$ cat src/rtl/bw_mult_pkg.sv
// Shared helpers for the pipelined Baugh-Wooley multiplier: row grouping,
// signed-mode correction constant and parameter legality.
package bw_mult_pkg;

  localparam int BW_MIN_N = 4;
  localparam int BW_MAX_N = 32;

  typedef enum logic {
    BW_MODE_UNSIGNED = 1'b0,
    BW_MODE_SIGNED   = 1'b1
  } bw_mode_e;

  function automatic int rows_per_stage(input int n, input int stages);
    return (n + stages - 1) / stages;
  endfunction

  // 2^n + 2^(2n-1): folds the negative weights of the inverted terms back in
  function automatic logic [63:0] bw_correction(input int n);
    logic [63:0] c;
    c = 64'd0;
    c[n] = 1'b1;
    c[2*n-1] = 1'b1;
    return c;
  endfunction

  function automatic bit params_legal(input int n, input int stages);
    return (n >= BW_MIN_N) && (n <= BW_MAX_N) && (stages >= 1) && (stages <= n);
  endfunction

endpackage

$ cat src/rtl/bw_pp_row.sv
// One shifted 2N-bit Baugh-Wooley partial-product row (combinational).
module bw_pp_row
  import bw_mult_pkg::*;
#(
  parameter int N  = 8,
  parameter int IW = $clog2(2*N)
) (
  input  logic [N-1:0]   a,
  input  logic           b_bit,
  input  logic [IW-1:0]  row_index,
  input  logic           is_msb_row,
  input  logic           signed_mode,
  output logic [2*N-1:0] row
);

  logic [N-1:0] bits_s;

  // AND array with the sign-weight inversions applied in signed mode
  always_comb begin
    bits_s = {N{1'b0}};
    for (int j = 0; j < N; j++) begin
      bits_s[j] = (a[j] & b_bit) ^
                  (signed_mode & (is_msb_row ? (j != N-1) : (j == N-1)));
    end
  end

  assign row = {{N{1'b0}}, bits_s} << row_index;

endmodule

$ cat src/rtl/bw_pipe_mult.sv
// Pipelined Baugh-Wooley multiplier: N rows grouped into STAGES adder/register
// slices with a valid/ready handshake and a global stall.
module bw_pipe_mult
  import bw_mult_pkg::*;
#(
  parameter int N      = 8,
  parameter int STAGES = 4
) (
  input  logic           clk,
  input  logic           rst,
  input  logic           in_valid,
  output logic           in_ready,
  input  logic [N-1:0]   in_a,
  input  logic [N-1:0]   in_b,
  input  logic           in_signed,
  output logic           out_valid,
  input  logic           out_ready,
  output logic [2*N-1:0] out_p,
  output logic           out_signed
);

  localparam int             RPS       = rows_per_stage(N, STAGES);
  localparam int             IW        = $clog2(2*N);
  localparam logic [63:0]    CORR_FULL = bw_correction(N);
  localparam logic [2*N-1:0] CORR      = CORR_FULL[2*N-1:0];

  if (!params_legal(N, STAGES)) begin : g_param_check
    $error("bw_pipe_mult: illegal N/STAGES combination");
  end

  logic           advance_s;
  logic [N-1:0]   a_src_s     [STAGES];
  logic [N-1:0]   b_src_s     [STAGES];
  logic           mode_src_s  [STAGES];
  logic           valid_src_s [STAGES];
  logic [2*N-1:0] base_s      [STAGES];
  logic [2*N-1:0] next_sum_s  [STAGES];
  logic [2*N-1:0] row_s       [N];

  logic [N-1:0]   a_r     [STAGES];
  logic [N-1:0]   b_r     [STAGES];
  logic           mode_r  [STAGES];
  logic           valid_r [STAGES];
  logic [2*N-1:0] sum_r   [STAGES];

  assign advance_s  = ~valid_r[STAGES-1] | out_ready;
  assign in_ready   = advance_s;
  assign out_valid  = valid_r[STAGES-1];
  assign out_p      = sum_r[STAGES-1];
  assign out_signed = mode_r[STAGES-1];

  // Operand sources per slice: slice 0 takes the input port, later slices their predecessor
  always_comb begin
    a_src_s[0]     = in_a;
    b_src_s[0]     = in_b;
    mode_src_s[0]  = in_signed;
    valid_src_s[0] = in_valid;
    base_s[0]      = in_signed ? CORR : {2*N{1'b0}};
    for (int g = 1; g < STAGES; g++) begin
      a_src_s[g]     = a_r[g-1];
      b_src_s[g]     = b_r[g-1];
      mode_src_s[g]  = mode_r[g-1];
      valid_src_s[g] = valid_r[g-1];
      base_s[g]      = sum_r[g-1];
    end
  end

  for (genvar i = 0; i < N; i++) begin : g_row
    bw_pp_row #(.N(N), .IW(IW)) u_row (
      .a           (a_src_s[i / RPS]),
      .b_bit       (b_src_s[i / RPS][i]),
      .row_index   (IW'(i)),
      .is_msb_row  ((i == N-1) ? 1'b1 : 1'b0),
      .signed_mode (mode_src_s[i / RPS]),
      .row         (row_s[i])
    );
  end

  // Each slice adds only the rows assigned to it onto the incoming running sum
  always_comb begin
    for (int g = 0; g < STAGES; g++) begin
      next_sum_s[g] = base_s[g];
      for (int i = 0; i < N; i++) begin
        next_sum_s[g] = next_sum_s[g] + (((i / RPS) == g) ? row_s[i] : {2*N{1'b0}});
      end
    end
  end

  // Slice registers; data only loads behind a valid so bubbles leave out_p untouched
  always_ff @(posedge clk) begin
    if (rst) begin
      for (int g = 0; g < STAGES; g++) begin
        valid_r[g] <= 1'b0;
        mode_r[g]  <= 1'b0;
        sum_r[g]   <= {2*N{1'b0}};
        a_r[g]     <= {N{1'b0}};
        b_r[g]     <= {N{1'b0}};
      end
    end else if (advance_s) begin
      for (int g = 0; g < STAGES; g++) begin
        valid_r[g] <= valid_src_s[g];
        if (valid_src_s[g]) begin
          mode_r[g] <= mode_src_s[g];
          sum_r[g]  <= next_sum_s[g];
          a_r[g]    <= a_src_s[g];
          b_r[g]    <= b_src_s[g];
        end else begin
          mode_r[g] <= mode_r[g];
          sum_r[g]  <= sum_r[g];
          a_r[g]    <= a_r[g];
          b_r[g]    <= b_r[g];
        end
      end
    end else begin
      for (int g = 0; g < STAGES; g++) begin
        valid_r[g] <= valid_r[g];
        mode_r[g]  <= mode_r[g];
        sum_r[g]   <= sum_r[g];
        a_r[g]     <= a_r[g];
        b_r[g]     <= b_r[g];
      end
    end
  end

endmodule

$ cat config.mk
export PLATFORM = sky130hd
export DESIGN_NAME = bw_pipe_mult
export DESIGN_NICKNAME = d
export VERILOG_FILES = /design/src/rtl/bw_mult_pkg.sv /design/src/rtl/bw_pp_row.sv /design/src/rtl/bw_pipe_mult.sv
export SDC_FILE = /design/constraint.sdc
export NUM_CORES = 1
export LEC_CHECK = 0
export CELL_PAD_IN_SITES_DETAIL_PLACEMENT = 0
export CELL_PAD_IN_SITES_GLOBAL_PLACEMENT = 2
export CORE_MARGIN = 3
export CORE_UTILIZATION = 39
export CTS_BUF_LIST = sky130_fd_sc_hd__clkbuf_2
export CTS_CLUSTER_DIAMETER = 80
export DETAILED_ROUTE_END_ITERATION = 10
export HOLD_SLACK_MARGIN = 0.03
export PLACE_DENSITY = 0.8
export SLEW_MARGIN = 10
export SYNTH_ARGS = -nofsm -noshare
export SYNTH_HDL_FRONTEND = slang
export SYNTH_SLANG_ARGS = --single-unit
$ cat constraint.sdc
create_clock -name clk -period 6.15 [get_ports clk]
set_input_delay 1.23 -clock clk [delete_from_list [all_inputs] [get_ports clk]]
set_output_delay 1.23 -clock clk [all_outputs]
set_load 0.03 [all_outputs]
# Yosys cells after proc, flatten, opt, wreduce, memory -nomap -nowiden

Memories as Yosys holds them, arrays and structs flattened.
Cells that the tools add are included.

Flip-flop bits (word level): 0
Memory bits (writable): 136
Bits of input ports: 21
Output and inout bits: 19
Word-level logic and storage cells: 250
Memories: 5

Memory list:

| name    | depth | bits a word | read ports | clocked after memory_dff | write ports | line               | RTL |
|---|---|---|---|---|---|---|---|
| sum_r   | 4     | 16          | 4          | 0                        | 4           | bw_pipe_mult.sv:44 | `logic [2*N-1:0] sum_r [STAGES];` |
| a_r     | 4     | 8           | 3          | 0                        | 4           | bw_pipe_mult.sv:40 | `logic [N-1:0] a_r [STAGES];` |
| b_r     | 4     | 8           | 3          | 0                        | 4           | bw_pipe_mult.sv:41 | `logic [N-1:0] b_r [STAGES];` |
| mode_r  | 4     | 1           | 4          | 0                        | 4           | bw_pipe_mult.sv:42 | `logic mode_r [STAGES];` |
| valid_r | 4     | 1           | 4          | 0                        | 4           | bw_pipe_mult.sv:43 | `logic valid_r [STAGES];` |

Add/subtract/negate cells: 8
Eq/ne operators: 2
Mux-type cells: 97
Bitwise operators: 136
Reduce and logical (&&, ||, !) cells: 2

Operators with widths:

| operator                                  | number |
|---|---|
| 16-bit 2-to-1 mux                         | 13 |
| 8-bit 2-to-1 mux                          | 24 |
| 1-bit AND                                 | 64 |
| 1-bit 2-to-1 mux                          | 60 |
| 1-bit bitwise OR                          | 57 |
| 16-bit by 10-bit adder with 16-bit output | 1 |
| 16-bit by 11-bit adder with 16-bit output | 1 |
| 16-bit by 12-bit adder with 16-bit output | 1 |
| 16-bit by 13-bit adder with 16-bit output | 1 |
| 16-bit by 14-bit adder with 16-bit output | 1 |
| 16-bit by 15-bit adder with 16-bit output | 1 |
| 16-bit by 8-bit adder with 16-bit output  | 1 |
| 16-bit by 9-bit adder with 16-bit output  | 1 |
| 1-bit XOR                                 | 14 |
| 2-bit AND reduction                       | 2 |
| 0-bit != test                             | 2 |
| 1-bit NOT                                 | 1 |

# Logic depth before layout (Yosys ltp)

An unclocked memory read counts as a cell.

Word-level depth: 9
Gate-level depth with buffers: 11
Gate-level depth less buffers: 10

# Hierarchy

A second synthesis with hierarchy kept.

Cells, all modules: 1265
Area, all modules: 12120.4 um2

By module, submodules not included:

| module       | instances | cells each | area each (um2) | sequential area each (um2) |
|---|---|---|---|---|
| bw_pipe_mult | 1         | 673        | 7766.2          | 3243.1 |
| bw_pp_row    | 8         | 74         | 544.3           | 0.0 |

# Worst setup path before layout

Ideal clock, no wire load.

Kind: reg-to-reg
Start point: memory sum_r[2][15] in the netlist's numbering
End point: memory sum_r[3][15] in the netlist's numbering (data pin)
Library setup time: 0.260 ns
Data arrival time: 2.992 ns
Data required time: 5.890 ns
Setup slack: 2.898 ns
Cell stages (with the launch flop): 11
Buffers on the path: 1
Clock period less this slack: 3.252 ns
Cell sequence: edfxtp_1 > clkbuf_1 > xor2_1 > fa_1 > inv_1 > ha_1 > fa_1 > a211o_1 > a2111oi_2 > o21bai_1 > mux2_4

RTL lines:

| element     | line |
|---|---|
| from (decl) | bw_pipe_mult.sv:44 |

# Worst setup path in the final report

Start point: input out_ready
End point: output in_ready

Cells in the longest elaborated chain, start to end: 1

RTL lines:

| element          | line               | RTL |
|---|---|---|
| from (decl)      | bw_pipe_mult.sv:17 | `input logic out_ready,` |
| 1-bit bitwise OR | bw_pipe_mult.sv:46 | `assign advance_s = ~valid_r[STAGES-1] \| out_ready;` |
| to (decl)        | bw_pipe_mult.sv:12 | `output logic in_ready,` |

Every way passes these cells.

==> flow_summary.json <==
{
  "outcome": "finished clean",
  "finalCriticalPeriod_ns": 4.00,
  "fin_skew_ns": 0.0476,
  "cp_data_required_time_ns": 4.92,
  "timing.reg2reg.setup_slack_ns": 2.78,
  "cts_tree": "yes",
  "critPathMaxFanout": 24,
  "drc_errors": 0,
  "antenna_found_initial": 1,
  "crit_chain": "clkdlybuf4s50_1 -> nor2b_2 -> inv_2 -> clkdlybuf4s50_1",
  "cts_buffers": 9,
  "grt_pass1_vias": 3695,
  "core.rowCount": 44,
  "slew_viol_final": 0,
  "syn2layout_area_growth_pct": 11.7,
  "final_antenna_net_count": 0,
  "rsz0062_at_grt": "no",
  "synth_cells": 529,
  "yosysTopAreaCell": "edfxtp_1",
  "utilization_pct": 45.1,
  "ctsHoldBuffers": 0,
  "first_iter_violations": 244,
  "most-common-layout-cells": "edfxtp_1, nand2_1, inv_1, nor2b_1, and2_1",
  "synthArstFlopShare_pct": 0,
  "tightest_slew_ns": 1.05,
  "ios": 40,
  "gp_congestion": 0.822,
  "cts_sinks": 96,
  "power.share.switching_pct": 33.4,
  "synth_edf_count": 96,
  "n_fill_cell": 1419,
  "root_buffer": "clkbuf_2",
  "period_share_pct": 65.1,
  "synth_ff_type": "edfxtp_1",
  "synthTopCellsByArea": "edfxtp_1, fa_1, ha_1",
  "worstSkewPairLatency_ns": 0.62,
  "crit_arrival_ns": 2.77,
  "leakage_nw": 2.75,
  "dieArea_sq_um": 16800,
  "syn_area_sq_um": 5960,
  "dieHeight_um": 130,
  "port_buffers": 39,
  "max_slew_margin_pct": 30.0,
  "wl_per_cell_um": 14.2,
  "viasPerCell": 5.01,
  "start_util_pct": 40.4,
  "synth_nets": 609,
  "post_cts_buffers": 0,
  "grt.busiest_layer": "met2",
  "final_common_cell": "edfxtp_1",
  "met2_usage_pct": 24.4,
  "worst-setup-path-type": "in -> out",
  "intPower_w": 0.00108,
  "cp_num_buf_inv": 3,
  "drive_gt1_share_pct": 4.90,
  "finalWirelength_mm": 10.7,
  "setup_violations": 0,
  "synth_area_per_cell_sq_um": 11.3,
  "start_kind": "input port",
  "dr_total_vias": 3791,
  "gr-usage-met3_pct": 2.76,
  "crit_path_frequent_cell": "clkdlybuf4s50_1",
  "ys.warnings.count": 0,
  "cts.repair.resized": 0,
  "hold_viol": 0,
  "max_freq_ghz": 0.250,
  "finalSetupTns_ns": 0,
  "critPathSlowestCell": "clkdlybuf4s50_1",
  "pwr-share-seq_pct": 51.6,
  "track_usage_pct": 13.6,
  "seq_area_frac_synth_pct": 48.4,
  "p_per_area_nw_per_um2": 243,
  "netlist.area_leader.share_pct": 48.4,
  "synth_seq_cells": 96,
  "ys_types": 48,
  "met1_usage_pct": 16.0,
  "fp.dieW_um": 130,
  "max_stage_delay_ns": 0.74,
  "grt_max_degree": 59,
  "grt_pass1_wl_mm": 17.9,
  "cp_top_family": "buffers and inverters",
  "totalPowerFinal_w": 0.00162,
  "switchingPower_w": 0.000541,
  "ir_drop_mv": 0.0860,
  "min_path_type": "reg -> reg",
  "endpoint_kind": "output pin",
  "clock_path_buffers": 2,
  "pwr-share-clk_pct": 19.4,
  "first_pass_iters": 4,
  "gr-total-overflow": 0,
  "clkTransAtPathRegs_ns": 0.30,
  "dp_hpwl_mm": 8.24,
  "maxCapViolCount": 0,
  "nNetsFinal": 646,
  "p_comb_share_pct": 29.0,
  "h-tree-depth": 3,
  "core_sq_um": 14800
}
[flip-flops by register name, indices dropped and copies added, names as in the netlist]
register / count
a_r: 24
b_r: 12
mode_r: 2
sum_r: 54
valid_r: 4
[final timing paths]
path,startpoint,end,cells past startpoint
worst max-delay path,out_ready,in_ready,4
worst min-delay path,sum_r[2][4]$_DFFE_PP_,sum_r[3][4]$_SDFFCE_PN0P_,1
worst max register to register,sum_r[2][15]$_DFFE_PP_,sum_r[3][15]$_SDFFCE_PN0P_,9
worst min register to register,sum_r[2][4]$_DFFE_PP_,sum_r[3][4]$_SDFFCE_PN0P_,1
[logic make-up (layout without fill, tap and decap cells)]
group,count (synthesis),after routing,synth area share (%)
buf+inv,61,103,3.86
flops,96,96,48.4
compound gates,80,80,9.19
mux,3,3,0.630
simple gates,212,212,19.8
fa+ha+maj,59,59,15.5
other cells,0,1,0
xor+xnor,18,18,2.64
[Yosys cell counts (2+ instances only)]
master	instances
o21ai_0	15
nor3_1	10
mux2_1	2
or3_1	5
nand3_1	4
nor2b_1	44
ha_1	34
or4_1	2
a211o_1	2
nand2b_1	5
edfxtp_1	96
a21o_1	6
nor4b_1	3
and2_1	40
o311ai_0	5
o21bai_1	6
xor2_1	6
o2111ai_1	2
a21oi_1	17
nor4_1	2
o21a_1	6
inv_1	44
nand2_1	46
clkbuf_1	15
fa_1	25
nor2_1	21
xnor2_1	12
nor3b_1	3
and3_1	18
a211oi_1	11
nand4b_1	5
[through the flow]
stage / setup WS (ns) / area (sq um) / hold WS (ns) / cells
after CTS: 2.15 / 6660 / 0.552 / 755
final: 2.15 / 6660 / 0.560 / 756
after global routing: 2.09 / 6660 / 0.589 / 756
after floorplan: 2.90 / 5960 / 0.497 / 529
after global placement: 2.18 / 6540 / 0.506 / 739
after detailed placement: 2.15 / 6540 / 0.504 / 739
[routing by layer]
metal / share of wire, % / vias up / routed length [um]
li1: - / 1939 / -
met1: 44 / 1799 / 4720
met2: 51 / 38 / 5480
met3: 2.5 / 15 / 264
met4: 2.2 / 0 / 234
met5: 0 / - / 0
[area by class of cell]
type	instances	area (sq um)	share of cell area (%)
Inverter	45	169	2.54
Timing Repair Buffer	42	408	6.13
Antenna cell	1	2.50	0.0376
Clock inverter	7	73.8	1.11
Clock buffer	9	45.0	0.676
Tap cell	184	230	3.46
Multi-Input combinational cell	372	2850	42.8
Sequential cell	96	2880	43.3
[worst register-to-register path, stage by stage (launching register included)]
cell	delay, ns
edfxtp_1	0.65
xor2_1	0.25
fa_1	0.49
inv_1	0.04
ha_1	0.24
fa_1	0.45
a211o_1	0.35
a2111oi_2	0.33
o21bai_1	0.13
mux2_4	0.30
[power groups by stage]
stage                     combinational [W]  sequential, W  clock (W)
after floorplan                    0.000355       0.000847          0
after global placement             0.000465       0.000850          0
after detailed placement           0.000474       0.000852          0
after CTS                          0.000476       0.000836   0.000328
after global routing               0.000539       0.000843   0.000356
final                              0.000468       0.000834   0.000314
(Power assumes the default switching activity.)
